## config.mk

```make
export PLATFORM = sky130hd
export DESIGN_NAME = morse_key_timer_flat
export DESIGN_NICKNAME = d
export VERILOG_FILES = /design/src/rtl/morse_key_timer_if.sv /design/src/rtl/morse_key_timer.sv /design/src/flat_wrapper.sv
export SDC_FILE = /design/constraint.sdc
export NUM_CORES = 1
export LEC_CHECK = 0
export CAP_MARGIN = 10
export CORE_UTILIZATION = 60
export DETAILED_ROUTE_END_ITERATION = 12
export PLACE_DENSITY_LB_ADDON = 0.12
export SYNTH_ARGS = -nofsm -noshare
export SYNTH_HDL_FRONTEND = slang
export SYNTH_SLANG_ARGS = --single-unit
```

## constraint.sdc

```tcl
create_clock -name clk -period 5.6 [get_ports clk]
set_clock_uncertainty 0.1 [all_clocks]
set_input_delay 1.68 -clock clk [delete_from_list [all_inputs] [get_ports clk]]
set_output_delay 1.68 -clock clk [all_outputs]
set_load 0.005 [all_outputs]
```

## src/rtl/morse_key_timer_if.sv

```systemverilog
// Symbol handshake between the Morse symbol source and the key timer.
// The source drives the symbol and unit length; the timer returns ready.
interface morse_key_timer_if #(
    parameter int unsigned CNT_W = 16
);
    logic             sym_valid;
    logic [2:0]       sym_code;
    logic             sym_ready;
    logic [CNT_W-1:0] unit_cycles;

    modport master (
        output sym_valid,
        output sym_code,
        output unit_cycles,
        input  sym_ready
    );

    modport slave (
        input  sym_valid,
        input  sym_code,
        input  unit_cycles,
        output sym_ready
    );
endinterface

```

## src/rtl/morse_key_timer.sv

```systemverilog
// Morse timing back-end: turns accepted dot/dash/space symbols into a keyed output whose
// on/off durations are unit multiples, with the unit length latched at each accept.
module morse_key_timer #(
    parameter int unsigned CNT_W      = 16,
    parameter int unsigned DASH_UNITS = 3,
    parameter int unsigned GAP_UNITS  = 1,
    parameter int unsigned CHAR_UNITS = 3,
    parameter int unsigned WORD_UNITS = 7
) (
    input  logic                    clk,
    input  logic                    rst,
    morse_key_timer_if.slave        sym_if,
    output logic                    key_out,
    output logic                    busy,
    output logic                    sym_done,
    output logic                    sym_err
);
    localparam int unsigned MaxDG    = (DASH_UNITS > GAP_UNITS) ? DASH_UNITS : GAP_UNITS;
    localparam int unsigned MaxCW    = (CHAR_UNITS > WORD_UNITS) ? CHAR_UNITS : WORD_UNITS;
    localparam int unsigned MaxUnits = (MaxDG > MaxCW) ? MaxDG : MaxCW;
    localparam int unsigned UW       = $clog2(MaxUnits + 1);

    localparam logic [UW-1:0] DotLast  = '0;
    localparam logic [UW-1:0] DashLast = UW'(DASH_UNITS - 1);
    localparam logic [UW-1:0] GapLast  = UW'(GAP_UNITS - 1);
    localparam logic [UW-1:0] CharLast = UW'(CHAR_UNITS - 1);
    localparam logic [UW-1:0] WordLast = UW'(WORD_UNITS - 1);

    typedef enum logic [1:0] {StIdle, StMark, StGap, StSpace} state_e;

    state_e           state_q, state_d;
    logic [CNT_W-1:0] presc_q, presc_d;
    logic [CNT_W-1:0] u_last_q, u_last_d;
    logic [UW-1:0]    unit_q, unit_d;
    logic [UW-1:0]    units_last_q, units_last_d;
    logic             key_q, busy_q, done_q, err_q;
    logic             done_d, err_d;
    logic             accept;

    assign sym_if.sym_ready = (state_q == StIdle) && !rst;
    assign accept           = sym_if.sym_valid && sym_if.sym_ready;

    always_comb begin
        state_d      = state_q;
        presc_d      = presc_q;
        u_last_d     = u_last_q;
        unit_d       = unit_q;
        units_last_d = units_last_q;
        done_d       = 1'b0;
        err_d        = 1'b0;
        case (state_q)
            StIdle: begin
                if (accept) begin
                    presc_d  = '0;
                    unit_d   = '0;
                    // A zero unit length behaves as one clock per unit.
                    u_last_d = (sym_if.unit_cycles == '0) ? '0
                                                          : sym_if.unit_cycles - CNT_W'(1);
                    case (sym_if.sym_code)
                        3'b001: begin state_d = StMark;  units_last_d = DotLast;  end
                        3'b010: begin state_d = StMark;  units_last_d = DashLast; end
                        3'b011: begin state_d = StSpace; units_last_d = CharLast; end
                        3'b100: begin state_d = StSpace; units_last_d = WordLast; end
                        default: err_d = 1'b1;
                    endcase
                end
            end
            StMark, StGap, StSpace: begin
                if (presc_q == u_last_q) begin
                    presc_d = '0;
                    if (unit_q == units_last_q) begin
                        unit_d = '0;
                        if (state_q == StMark) begin
                            state_d      = StGap;
                            units_last_d = GapLast;
                        end else begin
                            state_d = StIdle;
                            done_d  = 1'b1;
                        end
                    end else begin
                        unit_d = unit_q + UW'(1);
                    end
                end else begin
                    presc_d = presc_q + CNT_W'(1);
                end
            end
            default: state_d = StIdle;
        endcase
    end

    always_ff @(posedge clk or posedge rst) begin
        if (rst) begin
            state_q      <= StIdle;
            presc_q      <= '0;
            u_last_q     <= '0;
            unit_q       <= '0;
            units_last_q <= '0;
            key_q        <= 1'b0;
            busy_q       <= 1'b0;
            done_q       <= 1'b0;
            err_q        <= 1'b0;
        end else begin
            state_q      <= state_d;
            presc_q      <= presc_d;
            u_last_q     <= u_last_d;
            unit_q       <= unit_d;
            units_last_q <= units_last_d;
            key_q        <= (state_d == StMark);
            busy_q       <= (state_d != StIdle);
            done_q       <= done_d;
            err_q        <= err_d;
        end
    end

    assign key_out  = key_q;
    assign busy     = busy_q;
    assign sym_done = done_q;
    assign sym_err  = err_q;
endmodule

```

## src/flat_wrapper.sv

```systemverilog
// flat-port wrapper written by rule: the top's interface ports become plain ports
module morse_key_timer_flat 
#(
    parameter int unsigned CNT_W      = 16,
    parameter int unsigned DASH_UNITS = 3,
    parameter int unsigned GAP_UNITS  = 1,
    parameter int unsigned CHAR_UNITS = 3,
    parameter int unsigned WORD_UNITS = 7
)
  (clk, rst, key_out, busy, sym_done, sym_err, sym_if_sym_valid, sym_if_sym_code, sym_if_unit_cycles, sym_if_sym_ready);
  morse_key_timer_if #(.CNT_W(CNT_W)) sym_if_i ();
  input  logic clk;
  input  logic rst;
  output logic key_out;
  output logic busy;
  output logic sym_done;
  output logic sym_err;
  input wire logic [$bits(sym_if_i.sym_valid)-1:0] sym_if_sym_valid;
  input wire logic [$bits(sym_if_i.sym_code)-1:0] sym_if_sym_code;
  input wire logic [$bits(sym_if_i.unit_cycles)-1:0] sym_if_unit_cycles;
  output wire logic [$bits(sym_if_i.sym_ready)-1:0] sym_if_sym_ready;
  assign sym_if_i.sym_valid = sym_if_sym_valid;
  assign sym_if_i.sym_code = sym_if_sym_code;
  assign sym_if_i.unit_cycles = sym_if_unit_cycles;
  assign sym_if_sym_ready = sym_if_i.sym_ready;
  morse_key_timer #(.CNT_W(CNT_W), .DASH_UNITS(DASH_UNITS), .GAP_UNITS(GAP_UNITS), .CHAR_UNITS(CHAR_UNITS), .WORD_UNITS(WORD_UNITS)) u_core (.clk(clk), .rst(rst), .sym_if(sym_if_i), .key_out(key_out), .busy(busy), .sym_done(sym_done), .sym_err(sym_err));
endmodule
```

# == After elaboration in Yosys (flattened, before gate mapping) ==
# Index checks and enable logic that the tools add are counted.
# totals
register_bits,44
in_bits,22
out_inout_bits,5
elab_cells,68
# classes
addsub,3
eq_ne,15
muxes,27
n_reduce_logical,14
# op_table
op,n
two-way mux 16 bit,3
one-hot mux 16 bit (2 select lines),1
two-way mux 3 bit,7
adder 16 x 1 -> 16 bit (second input constant),1
== test 16 bit,1
zero test 16 bit,1
subtractor 16 x 1 -> 16 bit (second input constant),1
one-hot mux 3 bit (2 select lines),2
one-hot mux 3 bit (3 select lines),1
two-way mux 2 bit,4
!= test 2 x 1 -> 1 bit (second input constant),4
one-hot mux 2 bit (2 select lines),2
two-way mux 1 bit,7
== test 3 x 2 -> 1 bit (second input constant),2
OR reduction 2 bit,3
AND reduction 5 bit,1
== test 2 x 1 -> 1 bit (second input constant),2
== test 2 bit (second input constant),2
!= test 4 bit (second input constant),1
AND reduction 2 bit,2
OR reduction 4 bit,1
adder 3 x 1 -> 3 bit (second input constant),1
== test 3 x 1 -> 1 bit (second input constant),1
== test 3 bit,1
other kinds (6),7

# == Logic depth before layout (Yosys ltp) ==
# logic_depth
depth_word,6
ltp_mapped,8
depth_no_buf,7

# == Worst setup path before layout ==
# OpenSTA, ideal clock, no wires.
# synth_timing
path_type,input-to-output
start,in rst
end,out sym_if_sym_ready
arrival_time_ns,1.786
t_required_ns,3.820
slack_ns,2.034
path_stages,1
n_path_buf,0
cell_sequence,nor2_1
# synth_via
elab_chain_len,2
# synth_lines
element,line_no,source
start: declaration,flat_wrapper.sv:13,input logic rst;
zero test 1 bit,morse_key_timer.sv:40,assign sym_if.sym_ready = (state_q == StIdle) && !rst;
logical AND 1 bit,morse_key_timer.sv:40,
end: declaration,flat_wrapper.sv:21,output wire logic [$bits(sym_if_i.sym_ready)-1:0] sym_if_sym_ready;
# Every way passes these cells.

# == Worst setup path in the final report ==
# Same ends and word-level chain as after synthesis.

==> impl_metrics.toml <==
[final_layout]
mostFrequentLayoutCell = "sky130_fd_sc_hd__dfrtp_1"
area_delta_synth_final_pct = 14.7
stdcell_count = 349
layout_common_cells = "sky130_fd_sc_hd__dfrtp_1 (43), sky130_fd_sc_hd__nand2_1 (36), sky130_fd_sc_hd__clkdlybuf4s50_1 (26)"
layout.filler_cells = 311
fraction_of_final_layout_cells_with_drive_strength_greater_than_1 = 0.0702
antenna_cells_inserted = 0
layout.core_utilization = 0.729
finish.net_count = 323
finalInstanceArea_um2 = 2980

[yosys]
synth.largest_area_cell = "sky130_fd_sc_hd__dfrtp_1"
post_synth_inst_count = 277
synth_warnings = 0
netlist_top_cells_area = "sky130_fd_sc_hd__dfrtp_1 (41%), sky130_fd_sc_hd__xor2_1 (8.4%), sky130_fd_sc_hd__nand2_1 (5.2%)"
postSynthNetCount = 302
ys_seq_area_frac = 0.414
post_synth.cell_area_avg_um2 = 9.38
synth.ff_latch_count = 43
ys.flop_type = "sky130_fd_sc_hd__dfrtp_1"
synth_cell_type_count = 54
syn_area_um2 = 2600
post_synth_edffs = 0
netlist.area_leader.share = 0.414
share_of_synthesized_flip_flops_with_an_asynchronous_set_or_reset = 1.00

[timing]
finalHoldViolations = 0
max_freq_mhz = 221
slew_headroom = 0.347
timing_max_transition_violations_final = 0
timing.final.setup_violations = 0
grt_setup_unrepaired = "no"
finalHoldWorstSlack_ns = 0.405
min_period_over_period = 0.807
fin_setup_tns_ns = 0
post-route-min-period_ns = 4.52
timing_worst_slew_pin_value_ns = 0.977

[flow_run]
maxCapViolations = 0

[place]
placed_cell_area_um2 = 2860
post-place-cells = 341
detailed_place_hpwl_um = 3700
count_of_input_and_output_buffers = 26
final_wtd_congestion = 0.786

[floorplanning]
die_height_um = 67.8
dieWidth_um = 67.8
initial_core_util = 0.636
row_count = 23
core_area_um2 = 4090
number_of_top_level_design_ports = 27
design.die.area_um2 = 4600

[hold_path]
worst_hold_path_type = "reg -> reg"

[clock_network]
max-clock-path-buffers = 2
postCtsSetupRepairBufs = 0
htreeDepth = 2
numClockSinks = 43
tritoncts_clock_tree = "yes"
cts_resized = 0
cts_root_buf = "sky130_fd_sc_hd__clkbuf_8"
worstSkewPairLatency_ns = 0.30
clk_pin_slew_ns = 0.08
numCtsBuffers = 5
hold_buffers = 0

[setup_path]
path_common_cell = "sky130_fd_sc_hd__clkdlybuf4s50_1"
timing.critical_path.fanout_max = 3
critical_path_class = "in -> out"
ff2ff_setup_slack_ns = 3.18
crit_required_ns = 3.82
worst_path_max_delay_cell = "sky130_fd_sc_hd__clkdlybuf4s50_1"
critPathArrivalTime_ns = 2.74
endpoint_kind = "output pin"
start_kind = "primary input"
cp_slowest_stage_delay_ns = 0.51
critical_path_cell_sequence = "clkdlybuf4s50_1, nor2_1, clkdlybuf4s50_1"

[grt]
grt_start_max_net_pins = 44
antenna_found_initial = 0
grt_pass1_wl_um = 8940
grt_pass1_vias = 2004
grt_use_total = 0.264
grt_overflow = 0

[routing]
vias = 2070
final_routed_drc_violation_total = 0
post_detailed_route_count_of_antenna_violating_nets = 0
drt-vias-per-instance = 5.93
detailedRoute.firstPassIterationCount = 4
routed_wire_length_per_instance_um = 14.6
routed_wirelength_um = 5100
dr.first_iter.drc_count = 156

[power]
power.share.combinational = 0.072
internal_power_mw = 0.477
power_density_nw_per_um2 = 203
ir_drop_worst_case_vdd_mv = 0.114
clockPowerShare = 0.412
flop_pwr_share = 0.516
sw_frac_of_total = 0.210
total_switching_power_mw = 0.127
cellLeakagePower_nw = 1.24

[run_status]
run_status = "completed"
[flip-flops by register name (all words and copies together) (netlist names)]
register             count
u_core.sym_done          1
u_core.u_last_q         16
u_core.state_q           2
u_core.units_last_q      2
u_core.sym_err           1
u_core.key_out           1
u_core.unit_q            3
u_core.busy              1
u_core.presc_q          16
[kinds of logic after synthesis]
group	count (synthesis)	synth area share
multiplexers	8	0.0313
buffers and inverters	25	0.0443
adder cells (fa/ha/maj)	3	0.0145
AO/OA/AOI/OAI	55	0.154
flip-flops	43	0.414
XOR/XNOR	31	0.105
AND/OR/NAND/NOR	112	0.237
[cell usage after synthesis, types with 3 or more instances]
master,count
sky130_fd_sc_hd__xnor2_1,6
sky130_fd_sc_hd__clkbuf_1,8
sky130_fd_sc_hd__a31oi_1,7
sky130_fd_sc_hd__o31ai_1,11
sky130_fd_sc_hd__dfrtp_1,43
sky130_fd_sc_hd__nand3b_1,4
sky130_fd_sc_hd__xor2_1,25
sky130_fd_sc_hd__nand3_1,12
sky130_fd_sc_hd__nor2_1,14
sky130_fd_sc_hd__and4_1,3
sky130_fd_sc_hd__inv_1,11
sky130_fd_sc_hd__or3_1,3
sky130_fd_sc_hd__ha_1,3
sky130_fd_sc_hd__and3_1,3
sky130_fd_sc_hd__mux2i_1,7
sky130_fd_sc_hd__nor3_1,5
sky130_fd_sc_hd__o21ai_0,11
sky130_fd_sc_hd__a22o_1,5
sky130_fd_sc_hd__nand2_1,36
sky130_fd_sc_hd__nand4_1,7
sky130_fd_sc_hd__nor4_1,6
sky130_fd_sc_hd__and2_1,3
[critical path: cells and delay by family]
kind	cells	cell delay, ns
simple gates	1	0.11
buf+inv	2	0.94
[power by group through the flow]
stage | logic [mW] | registers [mW] | clock network, mW
2_1_floorplan | 0.0189 | 0.318 | 0
6_report | 0.0433 | 0.311 | 0.249
3_5_place_dp | 0.0438 | 0.318 | 0
5_1_grt | 0.0494 | 0.312 | 0.265
3_3_place_gp | 0.0428 | 0.318 | 0
4_1_cts | 0.0442 | 0.311 | 0.255
[path summary, 6_finish.rpt]
kind                       cells past startpoint                     end          startpoint
setup / recovery                               3        sym_if_sym_ready                 rst
hold / removal                                 2      u_core.u_last_q[6]  u_core.u_last_q[6]
setup reg to reg                               4      u_core.u_last_q[3]   u_core.state_q[1]
hold reg to reg                                2      u_core.u_last_q[6]  u_core.u_last_q[6]
max in group asynchronous                      3     u_core.u_last_q[11]                 rst
min in group asynchronous                      3  u_core.units_last_q[2]                 rst
[metrics by stage]
stage,power (mW),setup WS [ns]
CTS,0.610,1.08
global route,0.626,1.02
finish,0.603,1.08
floorplan,0.336,2.03
detailed placement,0.361,1.09
global placement,0.360,1.09
[routing by layer]
| layer | track usage | up-vias | routed length, um | share of wire |
|---|---|---|---|---|
| li1 | - | 1050 | - | - |
| met1 | 0.341 | 963 | 2270 | 0.44 |
| met4 | 0.120 | 0 | 87 | 0.017 |
| met3 | 0.0355 | 7 | 205 | 0.040 |
| met5 | 0 | - | 0 | 0 |
| met2 | 0.436 | 50 | 2540 | 0.50 |
[cell type report]
cell class / instances / area [um2] / share of cell area
clock buffer: 6 / 82.6 / 0.0277
clock inverter: 2 / 35.0 / 0.0118
inverter: 11 / 41.3 / 0.0139
multi-input combinational: 209 / 1410 / 0.472
sequential: 43 / 1080 / 0.361
tap: 50 / 62.6 / 0.0210
timing repair buffer: 28 / 275 / 0.0924
Power figures use the tool's default switching activity.
